<file path="config.mk">
export PLATFORM = sky130hd
export DESIGN_NAME = car_sensor_conditioner
export DESIGN_NICKNAME = d
export VERILOG_FILES = /design/src/rtl/car_sensor_conditioner.sv
export SDC_FILE = /design/constraint.sdc
export NUM_CORES = 1
export LEC_CHECK = 0
export BUFFER_PORTS_ARGS = -buffer_cell sky130_fd_sc_hd__buf_2
export CAP_MARGIN = 30
export CORE_AREA = 8 8 74 50
export CTS_CLUSTER_SIZE = 14
export DETAILED_ROUTE_END_ITERATION = 6
export DIE_AREA = 0 0 82 58
export PLACE_DENSITY = 0.77
export SETUP_SLACK_MARGIN = 0.02
export SLEW_MARGIN = 20
export SYNTH_ARGS = -nofsm -noshare
export SYNTH_HDL_FRONTEND = slang
export SYNTH_SLANG_ARGS = --single-unit
</file>
<file path="constraint.sdc">
create_clock -name Clk -period 1.53 [get_ports Clk]
set_clock_uncertainty 0.1 [all_clocks]
set_input_delay 0.153 -clock Clk [delete_from_list [all_inputs] [get_ports Clk]]
set_output_delay 0.153 -clock Clk [all_outputs]
set_load 0.02 [all_outputs]
</file>
<file path="src/rtl/car_sensor_conditioner.sv">
// Car-detector front end: synchronises, debounces and latches North/East arrivals into requests.
// Optional stuck-detector masking is built when SENSOR_STUCK_DET_EN is defined.
module car_sensor_conditioner #(
  parameter int TICK_DIV    = 1000,
  parameter int DEB_COUNT   = 8,
  parameter int STUCK_TICKS = 4096
) (
  input  logic Clk,
  input  logic reset_n,
  input  logic SensN_raw,
  input  logic SensE_raw,
  input  logic ServedN,
  input  logic ServedE,
  output logic InN,
  output logic InE,
  output logic PresN,
  output logic PresE,
  output logic FaultN,
  output logic FaultE
);

  localparam int PW = (TICK_DIV > 1) ? $clog2(TICK_DIV) : 1;
  localparam int CW = (DEB_COUNT > 1) ? $clog2(DEB_COUNT) : 1;
  localparam logic [PW-1:0] PRE_MAX = PW'(TICK_DIV - 1);
  localparam logic [CW-1:0] CNT_MAX = CW'(DEB_COUNT - 1);

  logic [PW-1:0] r_pre;
  logic          w_tick;
  logic [1:0]    w_raw;
  logic [1:0]    w_served;
  logic [1:0]    w_pres;
  logic [1:0]    w_in;
  logic [1:0]    w_fault;

  assign w_tick   = (r_pre == PRE_MAX);
  assign w_raw    = {SensE_raw, SensN_raw};
  assign w_served = {ServedE, ServedN};

  always_ff @(posedge Clk or negedge reset_n) begin
    if (!reset_n)    r_pre <= '0;
    else if (w_tick) r_pre <= '0;
    else             r_pre <= r_pre + 1'b1;
  end

  // Channel 0 is North, channel 1 is East; both are identical and independent.
  for (genvar gi = 0; gi < 2; gi++) begin : g_ch
    logic          r_sync1, r_sync2;
    logic          r_pres, r_pres_d, r_lat, r_in;
    logic [CW-1:0] r_cnt;

    always_ff @(posedge Clk or negedge reset_n) begin
      if (!reset_n) begin
        r_sync1  <= 1'b0;
        r_sync2  <= 1'b0;
        r_pres   <= 1'b0;
        r_cnt    <= '0;
        r_pres_d <= 1'b0;
        r_lat    <= 1'b0;
        r_in     <= 1'b0;
      end else begin
        r_sync1  <= w_raw[gi];
        r_sync2  <= r_sync1;
        r_pres_d <= r_pres;
        if (w_tick) begin
          if (r_sync2 == r_pres) begin
            r_cnt <= '0;
          end else if (r_cnt == CNT_MAX) begin
            r_pres <= r_sync2;
            r_cnt  <= '0;
          end else begin
            r_cnt <= r_cnt + 1'b1;
          end
        end
        // Arrival edge beats the served clear so a car arriving on green is not lost.
        if (r_pres && !r_pres_d) r_lat <= 1'b1;
        else if (w_served[gi])   r_lat <= 1'b0;
        r_in <= (r_pres & ~w_fault[gi]) | r_lat;
      end
    end

`ifdef SENSOR_STUCK_DET_EN
    localparam int SW = (STUCK_TICKS > 1) ? $clog2(STUCK_TICKS) : 1;
    localparam logic [SW-1:0] STK_MAX = SW'(STUCK_TICKS - 1);
    logic [SW-1:0] r_stk;
    logic          r_fault;

    always_ff @(posedge Clk or negedge reset_n) begin
      if (!reset_n) begin
        r_stk   <= '0;
        r_fault <= 1'b0;
      end else if (!r_pres) begin
        r_stk <= '0;
      end else if (w_tick) begin
        if (r_stk == STK_MAX) r_fault <= 1'b1;
        else                  r_stk   <= r_stk + 1'b1;
      end
    end
    assign w_fault[gi] = r_fault;
`else
    assign w_fault[gi] = 1'b0 & (STUCK_TICKS == 0);
`endif

    assign w_pres[gi] = r_pres;
    assign w_in[gi]   = r_in;
  end

  assign PresN  = w_pres[0];
  assign PresE  = w_pres[1];
  assign InN    = w_in[0];
  assign InE    = w_in[1];
  assign FaultN = w_fault[0];
  assign FaultE = w_fault[1];

endmodule

</file>
==> summary.txt <==
Worst setup path
  – CP arrival: 1.58 ns
  – Setup crit end kind: flop
  – CP Cell Sequence: ha_4 -> and4_4 -> buf_6 -> nand4_1 -> mux2_4
  – Slowest CP cell: dfrtp_1
  – Worst path max stage delay: 0.40 ns
  – CP Data Required Time: 1.59 ns
  – Startpoint type of the worst setup path: flop
  – Crit-path max FO: 3
  – Crit Path Class: flop to flop

Min path
  – Hold/Removal Path Class: flop to flop

Logic synthesis
  – Ys Warns: 0
  – Cell count after synthesis: 109
  – Sequential-to-total area share from yosys stat: 55.28%
  – Synth unique cells: 37
  – Syn_area_per_cell: 11.63 sq um
  – Mapped cell area: 1267 sq um
  – Yosys reg bits: 28

Pwr
  – Tot Pwr: 1.235 mW
  – Peak VDD IR: 758.5 uV
  – PD cells: 780.1 nW/um^2
  – Pleak: 0.7534 nW

STA
  – Final period utilization: 99.63%
  – RSZ-0062 raised after global routing: yes
  – Slew at the pin closest to its max-slew limit: 0.5984 ns
  – Fmax: 0.6560 GHz
  – Slew Viols, Final: 0
  – Worst hold slack: 0.2562 ns
  – Tmin final: 1.524 ns
  – Final hold violation count: 0
  – Fin Setup TNS: 0 ns
  – Setup-violating endpoint count in the final report: 0
  – Max_slew headroom: 60.11%
  – Worst Slack Setup Final: 0.005615 ns

Floorplan
  – IO Count: 12
  – Num rows: 15
  – Die X: 82 um
  – Die Ht: 58 um
  – Die area: 4756 sq um
  – CORE AREA: 2665 sq um
  – Starting density of the core: 47.56%

Drt
  – Mean number of vias per cell: 5.190
  – DR iter-0 viols: 50
  – Wire per inst: 14.36 um
  – Drt drc: 0
  – First-pass DRT Iterations: 4
  – Routed WL: 2498 um
  – Post-route ant nets: 0
  – Detailed-route via count: 903

Finish
  – Nets: 151
  – Register area: 700.7 sq um
  – Layout cell share with drive strength beyond 1: 28.06%
  – Post-Layout Inst Area: 1583 sq um
  – Syn-to-layout area delta: 24.88%
  – Commonest non-fill, non-tap cell in the layout: dfrtp_1
  – Most frequent cells in the layout: 28 x dfrtp_1, 14 x buf_4, 11 x nand2_1, 9 x buf_2, 8 x inv_1
  – Fill cell count: 232
  – Multi-input logic area: 529.3 sq um

Global route
  – Vias in the first global route: 875
  – GRT Total Usage: 11.11%
  – Global route overflow: 0
  – First-pass GRT wire length: 4084 um
  – Largest net degree at the start of global routing: 29
  – Initial antenna violation count: 1

Run status
  – Status: complete, no violations

Clocking
  – Num CTS Buffers: 3
  – Max clock buf depth: 2
  – TritonCTS clock tree: built
  – Clock root buffer: clkbuf_8
  – Clk sink count: 28
  – Latest clock arrival within the worst-skew pair: 0.27 ns
  – # H-tree levels: 1
  – Clock slew at reported path FFs: 0.09 ns

Job
  – Max_cap viols: 0

Placed design
  – Buffers on Ports: 9
  – Pre-CTS setup slack: -0.01532 ns
  – Placement-stage cell area: 1436 sq um
  – Hpwl dp: 1742 um
  – GP Congestion: 0.8420
## final timing paths
path	from	cells past startpoint	slack, ns	end
worst min-delay path	g_ch[1].r_sync1	0	0.26	g_ch[1].r_sync2
worst max-delay path	r_pre[1]	5	0.006	PresN
worst max register to register	r_pre[1]	5	0.006	PresN
min in group asynchronous	reset_n	2	0.31	g_ch[1].r_lat
worst min register to register	g_ch[1].r_sync1	0	0.26	g_ch[1].r_sync2
max in group asynchronous	reset_n	2	0.63	PresN
## cell type report
class                           instances  area share, %
Antenna cell                            1         0.1581
Clock buffer                            4          3.478
Inverter                                8          1.897
Multi-Input combinational cell         69          33.44
Sequential cell                        28          44.27
Tap cell                               34          2.688
Timing Repair Buffer                   30          14.07
## worst max-delay path, delay by kind of cell, from the launching register on
| kind | cells | cell delay [ns] |
|---|---|---|
| AND/OR/NAND/NOR | 2 | 0.35 |
| multiplexers | 1 | 0.32 |
| adder cells (fa/ha/maj) | 1 | 0.15 |
| buffers and inverters | 1 | 0.10 |
| flip-flops | 1 | 0.40 |
## kinds of logic after synthesis
group | count (synthesis) | synth area share, %
XOR/XNOR | 5 | 3.456
AND/OR/NAND/NOR | 37 | 16.88
AO/OA/AOI/OAI | 12 | 6.220
other | 1 | 0.2959
buffers and inverters | 13 | 5.528
multiplexers | 8 | 7.404
adder cells (fa/ha/maj) | 5 | 4.936
flip-flops | 28 | 55.28
## repair_timing
item,4_1_cts,5_1_grt
cloned,0,0
hold buffers,5,0
pin swaps,1,1
setup buffers,1,1
setup endpoints to repair,5,10
resized for setup,4,2
hold endpoints to repair,32,0
## report_power, final
group	switching (mW)	leakage [nW]	internal, mW
Clock	0.218	0.0288	0.230
Combinational	0.0239	0.357	0.0156
Sequential	0.00253	0.368	0.745
Total	0.244	0.753	0.991
## per-stage QoR
step                util [%]  instances
finish                 59.39        174
global route           59.39        174
CTS                    58.69        172
detailed placement     53.90        162
global placement       53.90        162
floorplan                  -        110
## routing by layer
layer	wire length [um]	track usage, %	vias up
met5	0	0	-
met4	21	4.478	0
met3	146	3.395	4
met2	1215	17.04	30
met1	1116	14.19	430
li1	-	-	439
## Yosys cell counts, drive strengths merged
cell type / n / share of area [%]
xor2: 3 / 2.1
conb: 1 / 0.30
dfrtp: 28 / 55
o22ai: 3 / 1.5
buf: 5 / 3.2
or2: 1 / 0.49
ha: 5 / 4.9
nor3: 2 / 0.79
o21ai: 2 / 0.79
a41oi: 1 / 0.69
nor2b: 2 / 0.99
o31ai: 1 / 0.59
inv: 8 / 2.4
or3: 2 / 0.99
nor3b: 2 / 1.2
nand2: 11 / 3.3
nor4b: 1 / 0.69
and3b: 1 / 0.69
and4: 1 / 0.89
a311o: 1 / 0.79
a211oi: 1 / 0.59
and3: 2 / 1.4
nand4: 4 / 2.0
a31oi: 1 / 0.49
xnor2: 2 / 1.4
mux2i: 3 / 2.4
nor4: 1 / 0.49
and2: 1 / 0.49
a21oi: 2 / 0.79
nand3: 4 / 2.0
nor2: 2 / 0.59
mux2: 5 / 5.0
## flip-flops by register name, indices dropped and copies added, names as in the netlist
register       flops
InE                1
InN                1
PresE              1
PresN              1
g_ch.r_cnt         6
g_ch.r_lat         2
g_ch.r_pres_d      2
g_ch.r_sync1       2
g_ch.r_sync2       2
r_pre             10
Note: power is estimated with default switching activity, not from simulation.
